===== src/rtl/word_narrow_unit_pkg.sv =====
// Shared definitions for the word narrowing unit.
// Holds the FSM state encoding, the mode constants carried on in_split, and
// the default byte/word widths used by the top level and the fit checker.
package word_narrow_unit_pkg;

  localparam int BYTE_W = 8;
  localparam int WORD_W = 16;

  // IDLE: nothing held; EMIT0: first (or only) byte on the output;
  // EMIT1: second byte of a SPLIT word on the output.
  typedef enum logic [1:0] {
    ST_IDLE  = 2'b00,
    ST_EMIT0 = 2'b01,
    ST_EMIT1 = 2'b10
  } state_e;

  localparam logic MODE_NARROW = 1'b0;
  localparam logic MODE_SPLIT  = 1'b1;

endpackage


===== src/rtl/word_narrow_unit_fit_check.sv =====
// narrow_fit_check: combinational test of whether a word is the sign
// extension of its low OUT_W bits, i.e. narrowing it loses nothing.
// Ports:
//   word  in  IN_W  word under test
//   fits  out 1     1 when word[IN_W-1:OUT_W] replicates word[OUT_W-1]
module narrow_fit_check #(
  parameter int IN_W  = 16,
  parameter int OUT_W = 8
) (
  input  logic [IN_W-1:0] word,
  output logic            fits
);

  assign fits = (word[IN_W-1:OUT_W] == {(IN_W-OUT_W){word[OUT_W-1]}});

endmodule


===== src/rtl/word_narrow_unit.sv =====
// word_narrow_unit: narrows stack words to bytes for a byte-wide sink.
// NARROW emits the low byte with an overflow flag; SPLIT emits both bytes
// over two output transfers. valid/ready handshakes on both sides, all
// outputs registered.
// Ports:
//   clk, rst_n                 clock, async active-low reset
//   in_valid/in_ready          input handshake
//   in_word [IN_W]             word to narrow
//   in_split                   1 = SPLIT, 0 = NARROW
//   out_valid/out_ready        output handshake
//   out_byte [OUT_W]           emitted byte
//   out_last                   final byte of the current word
//   out_ovf                    NARROW word did not fit in a signed byte
//   ovf_count [8]              saturating count of overflowed NARROW words
module word_narrow_unit
  import word_narrow_unit_pkg::*;
#(
  parameter int IN_W      = WORD_W,
  parameter int OUT_W     = BYTE_W,
  parameter bit LOW_FIRST = 1'b0
) (
  input  logic             clk,
  input  logic             rst_n,
  input  logic             in_valid,
  output logic             in_ready,
  input  logic [IN_W-1:0]  in_word,
  input  logic             in_split,
  output logic             out_valid,
  input  logic             out_ready,
  output logic [OUT_W-1:0] out_byte,
  output logic             out_last,
  output logic             out_ovf,
  output logic [7:0]       ovf_count
);

  state_e           r_state;
  logic [IN_W-1:0]  r_word;
  logic             r_split;
  logic             r_out_valid;
  logic [OUT_W-1:0] r_out_byte;
  logic             r_out_last;
  logic             r_out_ovf;
  logic [7:0]       r_ovf_count;

  logic             w_fits;
  logic             w_out_xfer;
  logic             w_in_ready;
  logic             w_accept;
  logic [OUT_W-1:0] w_first_byte;
  logic [OUT_W-1:0] w_second_byte;

  narrow_fit_check #(
    .IN_W  (IN_W),
    .OUT_W (OUT_W)
  ) u_fit_check (
    .word (in_word),
    .fits (w_fits)
  );

  assign w_out_xfer = r_out_valid && out_ready;
  // A new word may load in the same cycle the last byte of the old one leaves.
  assign w_in_ready = (r_state == ST_IDLE) || (w_out_xfer && r_out_last);
  assign w_accept   = in_valid && w_in_ready;

  // First byte is the low byte for NARROW; for SPLIT it depends on LOW_FIRST.
  assign w_first_byte = (in_split == MODE_SPLIT)
                      ? (LOW_FIRST ? in_word[OUT_W-1:0] : in_word[IN_W-1:OUT_W])
                      : in_word[OUT_W-1:0];
  assign w_second_byte = LOW_FIRST ? r_word[IN_W-1:OUT_W] : r_word[OUT_W-1:0];

  // FSM, held word and output register; an accept takes priority since it
  // can only coincide with the transfer of a last byte.
  always_ff @(posedge clk or negedge rst_n) begin
    if (!rst_n) begin
      r_state     <= ST_IDLE;
      r_word      <= '0;
      r_split     <= MODE_NARROW;
      r_out_valid <= 1'b0;
      r_out_byte  <= '0;
      r_out_last  <= 1'b0;
      r_out_ovf   <= 1'b0;
    end else if (w_accept) begin
      r_state     <= ST_EMIT0;
      r_word      <= in_word;
      r_split     <= in_split;
      r_out_valid <= 1'b1;
      r_out_byte  <= w_first_byte;
      r_out_last  <= (in_split != MODE_SPLIT);
      r_out_ovf   <= (in_split != MODE_SPLIT) && !w_fits;
    end else if (w_out_xfer) begin
      case (r_state)
        ST_EMIT0: begin
          if (r_split == MODE_SPLIT) begin
            r_state    <= ST_EMIT1;
            r_out_byte <= w_second_byte;
            r_out_last <= 1'b1;
            r_out_ovf  <= 1'b0;
          end else begin
            r_state     <= ST_IDLE;
            r_out_valid <= 1'b0;
          end
        end
        ST_EMIT1: begin
          r_state     <= ST_IDLE;
          r_out_valid <= 1'b0;
        end
        default: begin
          r_state     <= ST_IDLE;
          r_out_valid <= 1'b0;
        end
      endcase
    end
  end

  // Overflow counter: counts on the output transfer of a flagged byte, sticks at 255.
  always_ff @(posedge clk or negedge rst_n) begin
    if (!rst_n) begin
      r_ovf_count <= 8'd0;
    end else if (w_out_xfer && r_out_ovf && (r_ovf_count != 8'hFF)) begin
      r_ovf_count <= r_ovf_count + 8'd1;
    end
  end

  assign in_ready  = w_in_ready;
  assign out_valid = r_out_valid;
  assign out_byte  = r_out_byte;
  assign out_last  = r_out_last;
  assign out_ovf   = r_out_ovf;
  assign ovf_count = r_ovf_count;

endmodule


===== config.mk =====
export PLATFORM = sky130hd
export DESIGN_NAME = word_narrow_unit
export DESIGN_NICKNAME = d
export VERILOG_FILES = /design/src/rtl/word_narrow_unit_pkg.sv /design/src/rtl/word_narrow_unit_fit_check.sv /design/src/rtl/word_narrow_unit.sv
export SDC_FILE = /design/constraint.sdc
export NUM_CORES = 1
export LEC_CHECK = 0
export ABC_AREA = 1
export CORE_ASPECT_RATIO = 1.5
export CORE_MARGIN = 2
export CORE_UTILIZATION = 30
export DETAILED_ROUTE_END_ITERATION = 8
export HOLD_SLACK_MARGIN = 0.03
export SKIP_CTS_REPAIR_TIMING = 1
export SYNTH_ARGS = -nofsm -noshare
export SYNTH_HDL_FRONTEND = slang
export SYNTH_SLANG_ARGS = --single-unit
export TNS_END_PERCENT = 30

===== constraint.sdc =====
create_clock -name clk -period 1.1 [get_ports clk]
set_input_delay 0.22 -clock clk [delete_from_list [all_inputs] [get_ports clk]]
set_output_delay 0.22 -clock clk [all_outputs]
set_load 0.05 [all_outputs]

==> impl_metrics.yaml, run 1 <==
detailed_routing:
  antenna_left: 0
  wl_per_cell_um: 12.2
  drt-total-wl_um: 4430
  drcViolationCount: 0
  first_pass_iters: 4
  drt_iter0_drc: 44
  routed-via-count: 1638
  routed_via_density: 4.50
pwr:
  ir_drop_mv: 1.29
  powerDensity_nw_per_um2: 2710
  p_leak_nw: 1.47
yosys:
  ys_types: 23
  synthCells: 205
  synth.largest_area_cell: "dfrtp_1"
  yosysTopAreaCellShare_pct: 46.2
  synth_seq_cells: 30
  synthTopCellsByArea: "dfrtp_1, nand2_1, nand3_1"
  synth-seq-area-share_pct: 46.2
  synth_area_um2: 1630
  synth_area_per_cell_um2: 7.93
  synth.net_count: 227
  ys_warn_count: 0
timing:
  min_period_over_period_pct: 120
  worst_pin_slew_ns: 0.306
  skew_ns: 0.00466
  maxSlewHeadroom_pct: 79.5
  max_freq_ghz: 0.758
  report.final.slew_viol_count: 0
  hold_violations: 0
  final.min_clock_period_ns: 1.32
  finalSetupViolations: 41
  setup_slack_ns: -0.219
  rsz0062_at_grt: "true"
worst_setup_path:
  required_ns: 0.88
  cp-end-kind: "output port"
  worstPathMaxFanout: 3
  worstSetupPathType: "flop to output port"
  critPathLaunchType: "flop"
  critPathArrivalTime_ns: 1.10
  r2r_setup_slack_ns: -0.15
  reg2reg_depth: 8
  r2r_end: "out_byte[3]"
  r2r-start: "r_state[1]"
finish:
  final_core_util_pct: 59.4
  diodes: 0
  fill_cells: 441
  final_common_cell: "nand2_1"
  layout_common_cells: "nand2_1, buf_4, buf_12, clkdlybuf4s50_1, dfrtp_1"
  nets: 317
  drive_above_1_share_pct: 49.0
  final_area_um2: 3090
  area_growth_pct: 90.3
floorplanning:
  fp.dieH_um: 94.1
  ios: 41
  initial_core_util_pct: 31.2
  num_rows: 32
  core-area_um2: 5200
  die_area_um2: 6030
  die_w_um: 64.1
clocking:
  cts_tree: "yes"
  clock_latency_ns: 0.28
  cts-root-buf: "clkbuf_8"
  clock-sinks: 30
  htree_levels: 2
  clk_path_buf_depth: 2
  cts_buffers: 5
  clk_pin_slew_worst_paths_ns: 0.06
global_routing:
  antenna_found_initial: 0
  grt-ovfl-total: 0
  grt_pass1_vias: 1533
  grt_usage_pct: 13.9
  grt_max_degree: 31
  grt_pass1_wl_um: 6510
placement:
  port_buffers: 40
  gp_congestion: 0.803
  placed_area_um2: 2640
  hpwl_um: 2990
status:
  violations: "negative setup slack"
  status: "finished, violations left"
min_path:
  hold_path_class: "primary input to asynchronous set/reset pin"
job:
  maxCapViolCount: 0
==> worst max path at each step <==
stage | from | end | slack, ns | cells past startpoint
finish | out_valid | out_valid | -0.22 | 3
global route | out_last | in_ready | -0.25 | 4
CTS | out_ready | in_ready | -0.30 | 5
detailed placement | out_ready | r_word[1] | -0.41 | 7
global placement | out_ready | r_word[1] | -0.40 | 7
floorplan | out_valid | out_byte[0] | -0.26 | 6
==> worst max-delay path: stages (launching register included) <==
cell     delay, ns
dfrtp_2       0.41
buf_4         0.15
buf_4         0.13
buf_12        0.14
==> sequential cells by signal, indices dropped and copies added (netlist names) <==
name	cells
out_valid	1
r_split	1
r_word	8
out_last	1
out_ovf	1
ovf_count	8
out_byte	8
r_state	2
==> logic make-up (layout without fill, tap and decap cells) <==
logic type               Yosys count  after routing  synth area share (%)
adder cells (fa/ha/maj)            1              1                 0.770
XOR/XNOR                           4              4                  2.16
AO/OA/AOI/OAI                     22             22                  9.08
AND/OR/NAND/NOR                  119            120                  33.4
buffers and inverters             29            119                  8.39
flip-flops                        30             30                  46.2
==> cell usage after synthesis <==
cell type  count
nand2_4        2
nand3_2        1
o21ai_0       12
xor2_1         2
nand3_1       28
xnor2_1        2
ha_1           1
o21ai_2       10
buf_2          2
nand3b_1       2
or2_2          1
nor2_1        12
inv_1         22
nor2_2         1
nand2_1       62
nand2_2        5
nor3_1         2
nor2_4         1
inv_4          1
nand4_1        2
buf_6          3
inv_2          1
dfrtp_1       30
==> power by group <==
| part | total [mW] | switching [mW] | internal, mW |
|---|---|---|---|
| sequential | 2.08 | 0.468 | 1.61 |
| combinational | 5.46 | 2.76 | 2.70 |
| clock | 0.832 | 0.383 | 0.448 |
| total | 8.37 | 3.61 | 4.76 |
==> area by class of cell <==
class,instances,area (um^2),share of cell area (%)
timing repair buffer,87,1070,34.7
multi-input combinational,147,982,31.8
sequential,30,766,24.8
inverter,24,108,3.48
tap,68,85.1,2.75
clock buffer,8,80.1,2.59
==> routing by layer <==
| layer | global-route usage (%) | wire length [um] |
|---|---|---|
| met2 | 24.7 | 2480 |
| met4 | 7.45 | 96 |
| met5 | 0 | 0 |
| met3 | 2.88 | 165 |
| met1 | 15.2 | 1690 |
==> through the flow <==
stage,setup slack (ns),TNS (ns),total power [mW],hold WS (ns),instances
global route,-0.250,-5.41,8.82,0.334,364
CTS,-0.304,-3.55,7.38,0.317,356
floorplan,-0.259,-6.62,4.27,-0.0756,205
detailed placement,-0.407,-9.64,6.53,0.470,348
global placement,-0.403,-9.47,6.48,0.469,348
finish,-0.219,-3.43,8.37,0.311,364
Power figures use the tool's default switching activity.
==> inputs of run 2 (changes only) <==
CTS_CLUSTER_SIZE = 8   (was unset)
==> results of run 2 <==
Final layout, timing and power as in run 1 (identical DEF).
